`config.mk`:
```
export PLATFORM = sky130hd
export DESIGN_NAME = f1_start_seq
export DESIGN_NICKNAME = d
export VERILOG_FILES = /design/src/rtl/f1_start_seq.sv
export SDC_FILE = /design/constraint.sdc
export NUM_CORES = 1
export LEC_CHECK = 0
export ABC_AREA = 1
export ABC_CLOCK_PERIOD_IN_PS = 1500
export CORE_UTILIZATION = 50
export CTS_CLUSTER_DIAMETER = 80
export DETAILED_ROUTE_END_ITERATION = 12
export PLACE_DENSITY = 0.75
export RECOVER_POWER = 25
export SLEW_MARGIN = 20
export SYNTH_ARGS = -nofsm -noshare
export SYNTH_HDL_FRONTEND = slang
export SYNTH_SLANG_ARGS = --single-unit
```
`constraint.sdc`:
```
create_clock -name clk -period 1.5 [get_ports clk]
set_input_delay 0.225 -clock clk [delete_from_list [all_inputs] [get_ports clk]]
set_output_delay 0.225 -clock clk [all_outputs]
set_load 0.02 [all_outputs]
```
`src/rtl/f1_start_seq.sv`:
```
// F1 start-light sequencer: lights fill one per tick, hold for a random or fixed
// number of ticks, go dark, then time the driver's reaction in clock cycles.
module f1_start_seq #(
    parameter int WIDTH      = 8,
    parameter int DELAY_W    = 4,
    parameter int RT_W       = 16,
    parameter int RANDOM     = 1,
    parameter int HOLD_FIXED = 3
) (
    input  logic             clk,
    input  logic             rst,
    input  logic             trigger,
    input  logic             tick,
    input  logic             react,
    output logic [WIDTH-1:0] out,
    output logic             lights_out,
    output logic             react_valid,
    output logic [RT_W-1:0]  react_time,
    output logic             jump_start,
    output logic             busy
);

    typedef enum logic [1:0] {IDLE, FILL, HOLD, TIMING} state_t;

    localparam logic [RT_W-1:0]    RT_MAX = '1;
    localparam logic [DELAY_W-1:0] HOLD_F = DELAY_W'(HOLD_FIXED);

    state_t             r_state;
    logic [WIDTH-1:0]   r_out;
    logic [DELAY_W-1:0] r_hold;
    logic [RT_W-1:0]    r_cnt;
    logic [RT_W-1:0]    r_rt;
    logic [6:0]         r_lfsr;
    logic               r_lo;
    logic               r_rv;
    logic               r_js;
    logic               r_busy;

    logic [DELAY_W-1:0] w_rand;
    logic [DELAY_W-1:0] w_hold_load;

    // A zero hold would never extinguish, so it is promoted to one tick.
    assign w_rand      = (r_lfsr[DELAY_W-1:0] == '0) ? DELAY_W'(1) : r_lfsr[DELAY_W-1:0];
    assign w_hold_load = (RANDOM != 0) ? w_rand : HOLD_F;

    always_ff @(posedge clk or negedge rst) begin
        if (!rst) begin
            r_state <= IDLE;
            r_out   <= '0;
            r_hold  <= '0;
            r_cnt   <= '0;
            r_rt    <= '0;
            r_lfsr  <= 7'h01;
            r_lo    <= 1'b0;
            r_rv    <= 1'b0;
            r_js    <= 1'b0;
            r_busy  <= 1'b0;
        end else begin
            r_lfsr <= {r_lfsr[5:0], r_lfsr[6] ^ r_lfsr[5]};
            r_lo   <= 1'b0;
            r_rv   <= 1'b0;
            r_js   <= 1'b0;
            case (r_state)
                IDLE: begin
                    r_out <= '0;
                    if (trigger) begin
                        r_state <= FILL;
                        r_busy  <= 1'b1;
                    end
                end
                FILL, HOLD: begin
                    // react outranks tick: an early press is always a jump start
                    if (react) begin
                        r_js    <= 1'b1;
                        r_out   <= '0;
                        r_state <= IDLE;
                        r_busy  <= 1'b0;
                    end else if (tick) begin
                        if (r_state == FILL) begin
                            r_out <= {r_out[WIDTH-2:0], 1'b1};
                            if (&r_out[WIDTH-2:0]) begin
                                r_hold  <= w_hold_load;
                                r_state <= HOLD;
                            end
                        end else if (r_hold == DELAY_W'(1)) begin
                            r_out   <= '0;
                            r_lo    <= 1'b1;
                            r_cnt   <= '0;
                            r_state <= TIMING;
                        end else begin
                            r_hold <= r_hold - DELAY_W'(1);
                        end
                    end
                end
                TIMING: begin
                    if (react) begin
                        r_rt    <= r_cnt;
                        r_rv    <= 1'b1;
                        r_state <= IDLE;
                        r_busy  <= 1'b0;
                    end else if (r_cnt != RT_MAX) begin
                        r_cnt <= r_cnt + RT_W'(1);
                    end
                end
                default: r_state <= IDLE;
            endcase
        end
    end

    assign out         = r_out;
    assign lights_out  = r_lo;
    assign react_valid = r_rv;
    assign react_time  = r_rt;
    assign jump_start  = r_js;
    assign busy        = r_busy;

endmodule

```
* Word level (Yosys, flattened, before mapping)
Cells that the tools add are included.
** Word-level totals
- Bits in registers :: 57
- Logic and storage cells :: 81
** Cells by class
- Add/subtract/negate cells :: 2
- Equality and inequality tests :: 19
- Mux-type cells :: 35
- Bitwise logic cells :: 2
- Reductions and logical operators :: 13
** Operator list (number)
- $mux W16 :: 6
- $mux W8 :: 4
- $pmux W16 S2 :: 1
- $ne A2 B2 Y1 const B :: 9
- $add A16 B1 Y16 const B :: 1
- $mux W4 :: 4
- $ne A16 B16 Y1 const B :: 1
- $pmux W8 S2 :: 1
- $mux W2 :: 7
- $reduce_and A7 Y1 :: 2
- $mux W1 :: 10
- $reduce_and A5 Y1 :: 2
- $ne A4 B4 Y1 const B :: 2
- $pmux W2 S3 :: 1
- $eq A2 B2 Y1 const B :: 2
- $eq A4 B1 Y1 const B :: 1
- $logic_not A4 Y1 :: 1
- $ne A2 B1 Y1 const B :: 2
- $reduce_and A2 Y1 :: 2
- $reduce_bool A2 Y1 :: 2
- $sub A4 B1 Y4 const B :: 1
- $ne A3 B3 Y1 const B :: 1
- $reduce_and A3 Y1 :: 1
- $reduce_or A3 Y1 :: 1
- 6 further kinds :: 6

* Depth between registers and ports, before layout
- Word-level depth :: 6
- Gate-level depth with buffers :: 11
- Depth with buffers taken out :: 10

* Worst setup path after synthesis
OpenSTA, ideal clock, no wires.
- Kind :: register -> register
- From :: reg r_state[0]
- To :: reg r_cnt[8]
- Setup time :: 0.121 ns
- Data arrival time :: 1.545 ns
- Path slack :: -0.167 ns
- Cell stages (with the launch flop) :: 11
- Period minus slack after synthesis :: 1.667 ns
- Cells stage by stage :: dfrtp_1 inv_1 ha_1 buf_4 nand2_1 nand3_2 nor2_4 nand2_4 buf_12 nand2_2 o21ai_2
** On the way
- Cells in the longest elaborated chain, start to end :: 4
** Ends and longest elaborated chain
- from (decl) :: line 28 : state_t r_state;
- from (signal assigned) :: line 48 : r_state <= IDLE;
- from (signal assigned) :: line 67 : r_state <= FILL;
- from (signal assigned) :: line 76 : r_state <= IDLE;
- $eq A2 B1 Y1 or $eq A2 B2 Y1 (tied branches) :: line 63, 79
- $reduce_or A2 Y1 :: line 63 : case (r_state)
- $ne A2 B2 Y1 (no line) or $reduce_bool A2 Y1 (tied branches)
- $reduce_and A7 Y1 (no line)
- to (signal assigned) :: line 102 : r_cnt <= r_cnt + RT_W'(1);
- to (decl) :: line 31 : logic [RT_W-1:0] r_cnt;
Several ways; a longest one is shown, not always the timed one.
A chain may end at the register's enable or synchronous reset.

* Final worst setup path
- From :: reg r_state[0]
- To :: reg r_cnt[12]
The elaborated chain is that of the path after synthesis.

==> metrics.txt <==
Post-Synth XOR/XNOR Area 0.03042; MaxCap Viol Count 0; clk root buf clkbuf_8; Vias/cell just over 5; max-slew violations 0; Critical Path Fanout Max 7; Vias between 2000 and 3000; Antenna diodes 0; clk_skew ~5.8 ps; TritonCTS clock tree built; post-layout util 0.7168; DP HPWL 4.679 mm; Final nets ~420; syn avg cell area 8.698 sq um; Synth Area in Compound Gates 0.08822; worst skew pair latency ~340 ps; crit end category register; Synth area leaders dfrtp_1, nand2_1, o21ai_0; CTS Buf Count 9; RR Endpoint r_cnt[12]$_DFFE_PN0P_; crit path launch type register; final worst slack -66.98 ps; Yosys cell types 30; grt ovf 0; min cycle time layout 1567 ps; RR Startpoint r_state[0]$_DFFE_PN0P_; IO Pins 33; vias in the first global route roughly 2500; # fillers 430; die area between 0.006 and 0.007 sq mm; Max Buffers Root-to-Sink 2; first-pass GRT wire length roughly 11 mm; top-area cell type share of the netlist area 0.4867; Sink Count 57; Max Clk Rate 638.2 MHz; post-synthesis simple-gate area fraction 0.2786; core area between 0.005 and 0.006 sq mm; initial antenna violation count 0; Synth area leader dfrtp_1; H-tree levels 3; failing checks setup timing; Placer Congestion 0.8872; slew margin rel. 0.6115; largest family of logic cells by synthesized area simple AND/OR/NAND/NOR gates; Global Route Usage Sum 0.2497; CP required 1740 ps; wire per inst between 10 and 15 microns; leakage 0.002025 uW; Post-Synth Adder-Cell Area 0.03911; largest net degree at the start of global routing 31; Synth Net Count between 300 and 400; First-pass DRT Iterations 6; CP arrival around 1800 ps; Cell Pwr Density around 1500 mW/mm^2; Iter 0 DRT Violations 120; setup TNS -888.0 ps; Seq/Total Area, Yosys 0.4959; Mapped Area ~0.0029 sq mm; Finish-stage setup viols 22; Die W ~78 microns; Placed Instance Area ~0.0035 sq mm; worst vdd ir 0.8215 mV; Port-buffer cells 32; final WL a little under 7 mm; Die Height ~80 microns; number of synthesized register bits 57; row count 27; Cells after Synth 331; Post-route DRC 0; flop-to-flop setup slack -70 ps; Initial Utilization 0.5196; Yosys warnings 0; multiplexer area fraction after synthesis 0.003477; Clock transition at path regs around 70 ps; share of layout cells above drive strength 1 0.2705; Slew @ Worst Pin 582.8 ps; Hold WC Path Type input pin to async pin; Final period util 1.045; post-route ant nets 0; RSZ-0062 raised after global routing true; total power approximately 5900 uW; Final Hold Violating Endpoints 0; cell area after layout 0.003971 sq mm; critical path type register to register; Layout Area Growth over Synthesis 37.94%; outcome finished, violations left; R2R depth 10
## synth_stat cells (all sizes together)
cell      n
nand2   113
dfrtp    56
o21ai    41
inv      34
nor2     27
nand3    19
ha        9
xor2      9
nand4     8
buf       4
a21oi     2
clkbuf    2
nor3      2
a22o      1
a22oi     1
dfstp     1
mux2i     1
xnor2     1
## where the power goes
| part | switching (uW) | total (uW) | internal, uW | leakage, uW |
|---|---|---|---|---|
| combinational | 1430 | 2570 | 1130 | 0.00115 |
| sequential | 110 | 1800 | 1690 | 0.000779 |
| clock | 642 | 1570 | 933 | 0.0000995 |
## through the flow
step | hold WS (ps) | setup WS [ps] | cells
CTS | 250.6 | -87.30 | 484
finish | 305.9 | -66.98 | 486
floorplan | -70.59 | -109.6 | 331
global placement | 77.27 | -99.28 | 460
detailed placement | 76.86 | -143.8 | 460
global route | 342.9 | -149.0 | 486
## repair_timing
action / 4_1_cts / 5_1_grt
hold endpoints to repair: 56 / 0
buffers inserted: 6 / 1
setup endpoints to repair: 54 / 31
resized for setup: 52 / 25
hold buffers: 1 / 0
gates cloned: 2 / 1
pin swaps: 10 / 9
## routing by layer
layer,vias to the layer above,global-route usage,share of wire
li1,1219,-,-
met1,1194,0.2773,0.41
met2,67,0.4398,0.52
met3,23,0.04706,0.036
met4,0,0.1528,0.034
met5,-,0,0
## area by class of cell
cell class / count / area (sq um) / area share
multi-input combinational: 236 / 1464 / 0.3686
sequential: 57 / 1428 / 0.3595
timing repair buffer: 71 / 648.1 / 0.1632
clock buffer: 11 / 131.4 / 0.03308
inverter: 34 / 130.1 / 0.03277
tap: 72 / 90.09 / 0.02268
clock inverter: 5 / 80.08 / 0.02016
## critical path: stages (launching register included)
cell and delay, ps:
dfrtp_1 370, inv_2 60, ha_4 290, inv_2 40, nand2_2 60, nand3_2 80
nor2_4 140, nand2_4 130, clkbuf_16 190, nand2_2 60, o21ai_2 40
## cells in the final DEF (no fill, tap or decap), types with 5 or more instances in the layout
| cell | synthesis | layout |
|---|---|---|
| buf_4 | 1 | 29 |
| ha_1 | 9 | 6 |
| nand2_2 | 14 | 13 |
| xor2_1 | 9 | 9 |
| inv_2 | 2 | 5 |
| o21ai_0 | 31 | 22 |
| dfrtp_1 | 56 | 56 |
| nand2_4 | 1 | 6 |
| nand4_1 | 7 | 7 |
| o21ai_1 | 4 | 12 |
| clkbuf_8 | 0 | 9 |
| nor2_4 | 4 | 8 |
| dlygate4sd2_1 | 0 | 25 |
| nand3_1 | 17 | 8 |
| nand3_2 | 2 | 8 |
| o21ai_2 | 6 | 7 |
| inv_1 | 32 | 28 |
| clkdlybuf4s50_1 | 0 | 5 |
| nor2_1 | 19 | 16 |
| nand2_1 | 98 | 94 |
## worst max path at each step
| stage | startpoint | endpoint | cells past startpoint | slack, ps |
|---|---|---|---|---|
| global route | r_state[1]$_DFFE_PN0P_ | r_cnt[8]$_DFFE_PN0P_ | 10 | -150 |
| CTS | r_state[1]$_DFFE_PN0P_ | r_cnt[8]$_DFFE_PN0P_ | 10 | -90 |
| finish | r_state[0]$_DFFE_PN0P_ | r_cnt[12]$_DFFE_PN0P_ | 10 | -70 |
| detailed placement | r_state[1]$_DFFE_PN0P_ | r_cnt[14]$_DFFE_PN0P_ | 10 | -140 |
| global placement | react | r_cnt[14]$_DFFE_PN0P_ | 8 | -100 |
| floorplan | r_state[0]$_DFFE_PN0P_ | r_cnt[8]$_DFFE_PN0P_ | 10 | -110 |
## cell families (layout without fill, tap and decap cells)
kind of cell,Yosys count,count (layout)
buf+inv,40,121
flops,57,57
compound gates,45,45
fa+ha+maj,9,9
xor+xnor,10,10
simple gates,169,171
mux,1,1
## flip-flops by register name (all words and copies together) (netlist names)
name,cells
r_cnt,16
react_time,16
out,8
r_lfsr,7
r_hold,4
r_state,2
busy,1
jump_start,1
lights_out,1
react_valid,1
Power figures use the tool's default switching activity.
